--- config.mk ---
export PLATFORM = sky130hd
export DESIGN_NAME = wb_commit_queue
export DESIGN_NICKNAME = d
export VERILOG_FILES = /design/src/rtl/cpu_types_pkg.sv /design/src/rtl/wb_fifo.sv /design/src/rtl/wb_commit_queue.sv
export SDC_FILE = /design/constraint.sdc
export NUM_CORES = 1
export LEC_CHECK = 0
export CAP_MARGIN = 10
export CORE_MARGIN = 2
export CORE_UTILIZATION = 55
export DETAILED_ROUTE_END_ITERATION = 10
export DONT_BUFFER_PORTS = 1
export HOLD_SLACK_MARGIN = 0.08
export PLACE_DENSITY = 0.7
export SETUP_SLACK_MARGIN = 0.3
export SYNTH_ARGS = -nofsm -noshare
export SYNTH_HDL_FRONTEND = slang
export SYNTH_SLANG_ARGS = --single-unit
--- constraint.sdc ---
create_clock -name clk -period 10.1 [get_ports clk]
set_clock_uncertainty 0.15 [all_clocks]
set_input_delay 0.505 -clock clk [delete_from_list [all_inputs] [get_ports clk]]
set_output_delay 0.505 -clock clk [all_outputs]
set_load 0.01 [all_outputs]
--- src/rtl/cpu_types_pkg.sv ---
// cpu_types_pkg: shared CPU widths and the writeback queue entry type.
package cpu_types_pkg;
    localparam int XLEN               = 32;
    localparam int RADDR_W            = 5;
    localparam int WB_Q_DEPTH_DEFAULT = 2;

    typedef struct packed {
        logic [RADDR_W-1:0] rd_addr;
        logic [XLEN-1:0]    wb_data;
        logic               reg_wen;
        logic [XLEN-1:0]    pc_target;
    } wb_entry_t;
endpackage

--- src/rtl/wb_fifo.sv ---
// wb_fifo: generic DEPTH x WIDTH in-order FIFO with head peek and occupancy count.
module wb_fifo #(
    parameter int DEPTH = 2,
    parameter int WIDTH = 8,
    localparam int AW = $clog2(DEPTH)
) (
    input  logic             clk,
    input  logic             rst_n,
    input  logic             push_i,
    input  logic             pop_i,
    input  logic [WIDTH-1:0] data_i,
    output logic [WIDTH-1:0] head_o,
    output logic             full_o,
    output logic             empty_o,
    output logic [AW:0]      count_o
);
    logic [WIDTH-1:0] mem_q [DEPTH];
    logic [AW-1:0]    wr_q, wr_d, rd_q, rd_d;
    logic [AW:0]      cnt_q, cnt_d;

    always_comb begin
        wr_d  = push_i ? wr_q + 1'b1 : wr_q;
        rd_d  = pop_i ? rd_q + 1'b1 : rd_q;
        cnt_d = cnt_q + (AW+1)'(push_i) - (AW+1)'(pop_i);
    end

    always_ff @(posedge clk or negedge rst_n) begin
        if (!rst_n) begin
            wr_q  <= '0;
            rd_q  <= '0;
            cnt_q <= '0;
        end else begin
            wr_q  <= wr_d;
            rd_q  <= rd_d;
            cnt_q <= cnt_d;
        end
    end

    // Storage needs no reset: reads are only meaningful while cnt_q != 0.
    always_ff @(posedge clk) begin
        if (push_i) mem_q[wr_q] <= data_i;
    end

    assign head_o  = mem_q[rd_q];
    assign full_o  = cnt_q == (AW+1)'(DEPTH);
    assign empty_o = cnt_q == '0;
    assign count_o = cnt_q;
endmodule

--- src/rtl/wb_commit_queue.sv ---
// wb_commit_queue: buffers LSU results and commits one per cycle to regfile and IFU redirect.
// Optional WBU_BYPASS_EN: an empty queue forwards in_* straight to the commit outputs.
module wb_commit_queue #(
    parameter int XLEN    = cpu_types_pkg::XLEN,
    parameter int RADDR_W = cpu_types_pkg::RADDR_W,
    parameter int DEPTH   = cpu_types_pkg::WB_Q_DEPTH_DEFAULT
) (
    input  logic                     clk,
    input  logic                     rst_n,
    input  logic                     in_valid,
    output logic                     in_ready,
    input  logic [RADDR_W-1:0]       in_rd_addr,
    input  logic [XLEN-1:0]          in_wb_data,
    input  logic                     in_reg_wen,
    input  logic [XLEN-1:0]          in_pc_target,
    output logic                     rf_wen,
    output logic [RADDR_W-1:0]       rf_addr,
    output logic [XLEN-1:0]          rf_data,
    output logic                     redir_valid,
    input  logic                     redir_ready,
    output logic [XLEN-1:0]          redir_target,
    output logic [$clog2(DEPTH):0]   occupancy
);
    import cpu_types_pkg::*;

    wb_entry_t in_e, head_e, out_e;
    logic      full, empty, fifo_push, fifo_pop, out_valid, pop;

    assign in_e = '{rd_addr: in_rd_addr, wb_data: in_wb_data, reg_wen: in_reg_wen, pc_target: in_pc_target};

    wb_fifo #(.DEPTH(DEPTH), .WIDTH($bits(wb_entry_t))) u_fifo (
        .clk     (clk),
        .rst_n   (rst_n),
        .push_i  (fifo_push),
        .pop_i   (fifo_pop),
        .data_i  (in_e),
        .head_o  (head_e),
        .full_o  (full),
        .empty_o (empty),
        .count_o (occupancy)
    );

    assign in_ready = !full;
    assign fifo_pop = !empty && redir_ready;

`ifdef WBU_BYPASS_EN
    logic byp;
    assign byp       = empty && in_valid;
    assign out_e     = byp ? in_e : head_e;
    assign out_valid = !empty || in_valid;
    // A bypassed entry that commits this cycle never occupies a slot.
    assign fifo_push = in_valid && in_ready && !(byp && redir_ready);
`else
    assign out_e     = head_e;
    assign out_valid = !empty;
    assign fifo_push = in_valid && in_ready;
`endif

    assign pop          = out_valid && redir_ready;
    assign redir_valid  = out_valid;
    assign redir_target = out_valid ? out_e.pc_target : '0;
    assign rf_addr      = out_valid ? out_e.rd_addr : '0;
    assign rf_data      = out_valid ? out_e.wb_data : '0;
    assign rf_wen       = pop && out_e.reg_wen && (out_e.rd_addr != '0);
endmodule

# After elaboration in Yosys (flattened, before gate mapping)
# Memories as Yosys holds them, arrays and structs flattened.
# Cells that the tools add are included.
# Widths: inputs -> output; s select.
[totals]
regBits = 4
ramBits = 140
input_bits = 74
output_inout_bits = 74
n_memories = 1
[mem_list]
columns = ["memory", "words", "width", "rd", "rd_clocked_by_memory_dff", "write_ports", "line", "text"]
rows = [
  ["u_fifo.mem_q", 2, 70, 1, 0, 1, "wb_fifo.sv:17", "logic [WIDTH-1:0] mem_q [DEPTH];"],
]
[op_classes]
addsub = 4
eq_ne = 1
muxes = 5
reduce_logical = 8
[ops]
columns = ["operator", "n"]
rows = [
  ["$mux 32", 2],
  ["$mux 5", 1],
  ["$reduce_bool 5->1", 1],
  ["$logic_and 1x1->1", 4],
  ["$add 1x1->1 const B", 2],
  ["$add 2x1->2", 1],
  ["$eq 2x2->1 const B", 1],
  ["$logic_not 1->1", 2],
  ["$logic_not 2->1", 1],
  ["$mux 1", 2],
  ["$sub 2x1->2", 1],
]

# Depth between registers and ports, before layout
# Gate-level depths: netlist of the first run.
[logic_depth]
ltp_word = 5
depth_mapped = 9

# By module
# Synthesis of the first run repeated with hierarchy kept, for this count alone.
[hier_totals]
cells_unflattened = 315
hier_area_um2 = 6097.1
[modules_own_cells]
columns = ["mod", "n_inst", "cells_per_inst", "area_each_um2", "seq_area_each_um2"]
rows = [
  ["wb_fifo", 1, 233, 5599.1, 4304.1],
  ["wb_commit_queue", 1, 82, 498.0, 0.0],
]

# Worst setup path before layout of the first run
# OpenSTA, ideal clock, no wires.
[synth_path]
kind = "register -> register"
startpoint = "reg u_fifo.cnt_q[0] (netlist: u_fifo.count_o[0])"
endpoint = "mem u_fifo.mem_q[0][0] (netlist name) (enable)"
setup_ns = 0.498
arrival_ns = 3.671
required_time_ns = 9.452
path_slack_ns = 5.781
stages_incl_launch_ff = 4
path_buffers = 0
period_less_slack_ns = 4.319
path_cell_list = "dfrtp_1 > nand2b_1 > nand2_1 > nor2_1"
[synth_via]
elab_chain_cells = 5
[synth_lines]
columns = ["item", "line", "text"]
rows = [
  ["start, declared", "wb_fifo.sv:19", "logic [AW:0] cnt_q, cnt_d;"],
  ["start signal, assigned", "wb_fifo.sv:35", "cnt_q <= cnt_d;"],
  ["$eq 2x2->1", "wb_fifo.sv:45", "assign full_o = cnt_q == (AW+1)'(DEPTH);"],
  ["$logic_not 1->1", "wb_commit_queue.sv:43", "assign in_ready = !full;"],
  ["named net in_ready", "wb_commit_queue.sv:11", "output logic in_ready,"],
  ["$logic_and 1x1->1", "wb_commit_queue.sv:56", "assign fifo_push = in_valid && in_ready;"],
  ["$mux 1", "wb_fifo.sv:41", "if (push_i) mem_q[wr_q] <= data_i;"],
  ["$mux 1 (not written as such)", "wb_fifo.sv:41", ""],
  ["end, declared", "wb_fifo.sv:17", ""],
]
# The timed path passes the listed nets, and every way through them passes these cells.

# Worst setup path after layout of the first run
[layout_path]
startpoint = "reg u_fifo.rd_q"
endpoint = "out rf_wen"
[layout_via]
elab_chain_cells = 3
[layout_lines]
columns = ["item", "line", "text"]
rows = [
  ["start, declared", "wb_fifo.sv:18", "logic [AW-1:0] wr_q, wr_d, rd_q, rd_d;"],
  ["start signal, assigned", "wb_fifo.sv:34", "rd_q <= rd_d;"],
  ["$mem_v2 2x70 *", "-", ""],
  ["$reduce_bool 5->1 or $logic_and 1x1->1 (tied branches)", "wb_commit_queue.sv:64", "assign rf_wen = pop && out_e.reg_wen && (out_e.rd_addr != '0);"],
  ["$logic_and 1x1->1 *", "wb_commit_queue.sv:64", ""],
  ["end, declared", "wb_commit_queue.sv:16", "output logic rf_wen,"],
]
# Every way passes the cells marked *; elsewhere a longest branch is shown, timed or not.

==> results of run 1 <==
cells in the final DEF (no fill, tap or decap), types with 3 or more instances in the layout:
master	instances
buf_4	3
clkbuf_1	6
clkbuf_16	16
clkinv_2	6
dfrtp_1	3
dlygate4sd3_1	72
edfxtp_1	140
inv_1	5
mux2i_1	69
nor2_1	69
xnor2_1	4
logic make-up after synthesis:
family                   count (synthesis)
AO/OA/AOI/OAI                            3
XOR/XNOR                                 4
adder cells (fa/ha/maj)                  2
buffers and inverters                   20
flip-flops                             144
multiplexers                            69
AND/OR/NAND/NOR                         78
metrics by stage:
stage	hold WS, ns	cells	area, um2	util [%]	setup slack, ns
after floorplan	0.0594	320	5490	-	5.78
after CTS	0.0829	545	6830	70.2	6.90
after global placement	0.0595	441	5620	57.7	7.43
final	0.108	545	6830	70.2	6.95
after detailed placement	0.0595	441	5620	57.7	7.39
after global routing	0.105	545	6830	70.2	6.83
power by group through the flow:
stage	Sequential, mW	Clock (mW)	Combinational, mW
after CTS	0.898	0.526	0.555
after floorplan	0.870	0	0.474
after global routing	0.913	0.547	0.596
after detailed placement	0.910	0	0.528
after global placement	0.904	0	0.526
final	0.897	0.516	0.547
cells in the mapped netlist:
cell,count
edfxtp_1,140
nor2_1,70
mux2i_1,69
buf_4,7
clkbuf_1,5
inv_1,5
dfrtp_1,4
xnor2_1,4
buf_2,3
ha_1,2
nand2_1,2
or4_1,2
a21oi_1,1
and3_1,1
nand2b_1,1
nor2_2,1
nor2b_1,1
o211ai_2,1
o21ai_0,1
layout make-up:
class | count | share of cell area [%]
flip-flops and latches | 144 | 63.0
multi-input cells | 156 | 16.1
repair buffers | 75 | 10.9
clock buffers | 24 | 6.59
well taps | 133 | 2.44
clock inverters | 8 | 0.659
inverters | 5 | 0.275
layer usage:
layer  vias to the layer above  global-route usage, %  part of all wire, %
met3                        12                   6.89                  5.5
met1                      1420                   21.6                   40
li1                       1340                      -                    -
met4                         0                   8.11                  1.5
met5                         -                      0                    0
met2                        88                   31.1                   53
what timing repair did:
item	CTS	global route
hold buffers	72	0
hold endpoints to repair	145	0
endpoints found under the setup margin	0	0
worst min path at each step:
stage | startpoint | end | slack, ns | cells past startpoint
6_report | in_valid | u_fifo.wr_q$_DFFE_PN0P_ | 0.11 | 2
3_5_place_dp | rst_n | u_fifo.count_o[1]$_DFF_PN0_ | 0.06 | 0
4_1_cts | in_valid | u_fifo.wr_q$_DFFE_PN0P_ | 0.08 | 2
5_1_grt | rst_n | u_fifo.rd_q$_DFFE_PN0P_ | 0.11 | 1
2_1_floorplan | rst_n | u_fifo.count_o[0]$_DFF_PN0_ | 0.06 | 0
3_3_place_gp | rst_n | u_fifo.count_o[1]$_DFF_PN0_ | 0.06 | 0
critical path, cell delays in order (launching register included):
cell and delay [ns]:
dfrtp_4 0.81, buf_4 0.62, o211ai_2 0.15, a21oi_1 0.34
state kept, by name, indices dropped and copies added, names as in the netlist:
name and flops:
u_fifo.count_o 2, u_fifo.mem_q 140, u_fifo.rd_q 1, u_fifo.wr_q 1
==> results.toml, run 1 <==
[status]
status = "completed"

[worst_setup_path]
r2r-start = "u_fifo.count_o[0]$_DFF_PN0_"
cp-startpoint = "u_fifo.rd_q$_DFFE_PN0P_"
worstPathMaxFanout = 38
critPathKind = "register to output port"
reg2reg_slack_ns = 7.42
reg2reg_to = "u_fifo.count_o[1]$_DFF_PN0_"
reg2reg_depth = 10
start_kind = "register"
cp.required_ns = 9.45
endpoint_kind = "output port"
endpoint = "rf_wen"
cp.arrival_ns = 2.50

[clock_network]
insertion_delay_ns = 0.51
cts_root_buf = "clkbuf_8"
post-cts-setup-buffers = 0
path_clk_slew_ns = 0.06
h-tree-depth = 4
cts_resized = 0
cts_tree = "built"
cts_buffers = 17
clock-sinks = 144
clock_path_buffers = 2

[synth]
synth_fp_nets = 396
synth_top_family_by_area = "multiplexers"
muxShareOfSynthArea_pct = 12.6
yosys-top-cells-area = "edfxtp_1 77%, mux2i_1 13%, nor2_1 4.8%"
netlist_area_um2 = 5490
synth_fa_ha_area_share_pct = 0.456
yosysSeqAreaShare_pct = 78.4
synth.distinct_cells = 19
ys_ff_latch = 144
ys_warn_count = 0
synth-compound-area-share_pct = 0.410
synth_top_cell_area_share_pct = 76.5
syn_avg_cell_area_um2 = 17.2
synth_largest_area_cell = "edfxtp_1"
synth-simple-area-share_pct = 5.65
synth-xor-area-share_pct = 0.638
syn-instance-count = 320

[timing]
fin_crit_sh_pct = 31.2
max-slew-margin-rel_pct = 34.7
drv_slew = 0
rsz0062_at_grt = "no"
period_needed_ns = 3.15
finalSetupViolCount = 0
tightest_slew_ns = 0.979
fmax_ghz = 0.317
hold_violations = 0
fin_setup_tns_ns = 0

[pwr]
power_density_nw_per_um2 = 287
power.total_mw = 1.96
power_frac_clock_pct = 26.3
p_comb_share_pct = 27.9
p_leak_nw = 2.54
p_int_mw = 1.30
swShare_pct = 33.6
power_frac_seq_pct = 45.8
p_sw_uw = 658
peakVddDrop_mv = 0.274

[final_layout]
multi_input_area_um2 = 1100
layout-drive-gt1-share_pct = 8.25
layout.nets = 475
fillers = 633
syn_to_final_growth_pct = 24.4
diodes = 0
ff_latch_area_um2 = 4310

[global_route]
grtUsageTotal_pct = 18.6
overflow = 0
grt_pass1_vias = 3051
grt_max_degree = 71
antenna_found_initial = 0
grt_pass1_wl_mm = 15.3

[route]
antenna_left = 0
via_per_inst = 5.25
wl_mm = 9.58
drc_errors = 0
drt_first_iter_violations = 159
vias = 2860
first_pass_iters = 4
routedWlPerCell_um = 17.6

[floorplan]
io_pins = 148
num_rows = 36
fp.dieH_um = 104
coreArea_um2 = 9730
die-area_um2 = 10800
initial_utilization_pct = 56.5
die_w_um = 104

[hold_path]
hp-class = "input port to register"

[placed_design]
dp_hpwl_mm = 5.25
gp_congestion = 0.711
port_buffers = 0

[job]
drv_cap = 0
Power figures use the tool's default switching activity.
==> run 2, diff against run 1 <==
==> constraint.sdc (replaced) <==
create_clock -name clk -period 3.2 [get_ports clk]
set_clock_uncertainty 0.15 [all_clocks]
set_input_delay 0.16 -clock clk [delete_from_list [all_inputs] [get_ports clk]]
set_output_delay 0.16 -clock clk [all_outputs]
set_load 0.01 [all_outputs]
==> run 2 against run 1 <==
Via count rose by 2.6%. Worst setup slack got worse by 6.4 ns. Final cell count rose by 0.55%. Wire length rose by 4.5%. First-iteration DRC count fell by 10%. Die area did not move. Critical path type unchanged. Worst hold slack improved by 0.047 ns. Largest power group unchanged. Global-route usage rose by 0.62 points. Combinational power rose to 3.2 times the previous value. Sequential share of layout area fell by 1.2 points. Sequential power rose to 3.2 times the previous value. Highest routed layer unchanged. Flip-flop and latch count did not move.
==> results.toml, run 2 (synthesized netlist as in run 1, its figures left out) <==
[placed_design]
dp_hpwl_mm = 5.64
dpl.cell_count = 443
gp_congestion = 0.704
port_buffers = 0
place_area_um2 = 5660

[final_layout]
fin_cells = 548
layout.nets = 479
ff_latch_area_um2 = 4310
syn_to_final_growth_pct = 26.8
final_common_cell = "edfxtp_1"
final_util_pct = 71.6
mostFrequentLayoutCells = "140 x edfxtp_1, 74 x dlygate4sd3_1, 69 x mux2i_1, 69 x nor2_1, 16 x clkbuf_16"
multi_input_area_um2 = 1100
layout-drive-gt1-share_pct = 8.67
finish.instance_area_um2 = 6960
top_register = "u_fifo.mem_q"
largest_reg_flops = 140
fillers = 661
diodes = 0

[worst_setup_path]
worstPathMaxFanout = 58
cp.arrival_ns = 2.32
reg2reg_depth = 3
start_kind = "register"
r2r-start = "u_fifo.count_o[0]$_DFF_PN0_"
cp-startpoint = "u_fifo.rd_q$_DFFE_PN0P_"
reg2reg_to = "u_fifo.mem_q[1][23]$_DFFE_PP_"
reg2reg_slack_ns = 1.17
endpoint_kind = "output port"
critPathKind = "register to output port"
cp.required_ns = 2.89

[floorplan]
die-area_um2 = 10800
coreArea_um2 = 9730
num_rows = 36
fp.dieH_um = 104
die_w_um = 104
io_pins = 148
initial_utilization_pct = 56.5

[hold_path]
holdPathEnd = "u_fifo.mem_q[1][64]$_DFFE_PP_"
hold_depth = 1
min-delay-start = "in_wb_data[31]"
hp-class = "input port to register"

[timing]
fmax_ghz = 0.381
fin_crit_sh_pct = 82.1
max-slew-margin-rel_pct = 33.3
finalSetupViolCount = 0
period_needed_ns = 2.63
fin_setup_tns_ns = 0
drv_slew = 0
tightest_slew_ns = 1.00
hold_violations = 0
rsz0062_at_grt = "no"

[route]
first_pass_iters = 4
wl_mm = 10.0
wl_met3_um = 542
via_per_inst = 5.35
drt_first_iter_violations = 143
wl_met1_mm = 3.88
antenna_left = 0
vias = 2933
routedWlPerCell_um = 18.3
maxUsedRoutingLayer = "met4"
wl_met2_mm = 5.45
drc_errors = 0

[clock_network]
insertion_delay_ns = 0.51
post-cts-setup-buffers = 0
cts_hold_buf = 74
h-tree-depth = 4
cts_tree = "built"
cts_resized = 0
path_clk_slew_ns = 0.06
clock_path_buffers = 2
cts_buffers = 17
clock-sinks = 144
cts_root_buf = "clkbuf_8"

[pwr]
peakVddDrop_mv = 0.537
p_leak_nw = 2.59
power_density_nw_per_um2 = 932

[job]
drv_cap = 0

[status]
status = "completed"

[global_route]
overflow = 0
grt_max_degree = 71
grt_pass1_vias = 3127
grt_pass1_wl_mm = 15.7
antenna_found_initial = 0
grtUsageTotal_pct = 19.2
## run 2: changes by cell type in the layout (fill, tap and decap cells not counted)
cell	before	now
buf_12	0	2
clkbuf_1	6	3
bufinv_16	0	3
clkinv_1	0	2
clkinv_2	6	2
clkinv_4	0	1
clkbuf_8	2	1
dlygate4sd3_1	72	74
inv_6	0	1
## run 2: final cells by class
| class | instances | area share [%] |
|---|---|---|
| Tap cell | 133 | 2.39 |
| Clock buffer | 20 | 6.11 |
| Inverter | 5 | 0.270 |
| Timing Repair Buffer | 79 | 11.5 |
| Multi-Input combinational cell | 156 | 15.8 |
| Clock inverter | 11 | 2.01 |
| Sequential cell | 144 | 61.9 |
## run 2: how the worst max path moves through the flow
stage,end,slack [ns],cells past startpoint
6_report,rf_data[29],0.57,3
5_1_grt,rf_data[22],0.46,3
4_1_cts,redir_target[9],0.55,3
3_5_place_dp,redir_target[9],1.09,3
3_3_place_gp,redir_target[8],1.12,3
2_1_floorplan,u_fifo.mem_q[0][0]$_DFFE_PP_,0.82,3
## run 2: per-stage QoR
step / power [mW] / hold slack (ns) / setup slack, ns
finish: 6.49 / 0.155 / 0.572
global route: 6.80 / 0.137 / 0.458
CTS: 6.55 / 0.125 / 0.548
detailed placement: 4.60 / -0.285 / 1.09
global placement: 4.56 / -0.286 / 1.12
floorplan: 4.22 / -0.286 / 0.819
## run 2: metal layers
layer	vias to the layer above	global-route usage [%]
met4	0	8.20
li1	1344	-
met3	12	5.95
met5	-	0
met2	93	33.6
met1	1484	21.7
## run 2: worst max-delay path, cell delays in order (launching register included)
cell	delay (ns)
dfrtp_4	1.09
buf_4	0.35
mux2i_1	0.25
nor2_1	0.11
## run 2: power by group
| part | switching (mW) | total [mW] | leakage (nW) | internal, mW |
|---|---|---|---|---|
| sequential | 0.317 | 2.90 | 1.35 | 2.58 |
| clock | 0.688 | 1.87 | 0.270 | 1.18 |
| combinational | 1.12 | 1.73 | 0.977 | 0.602 |
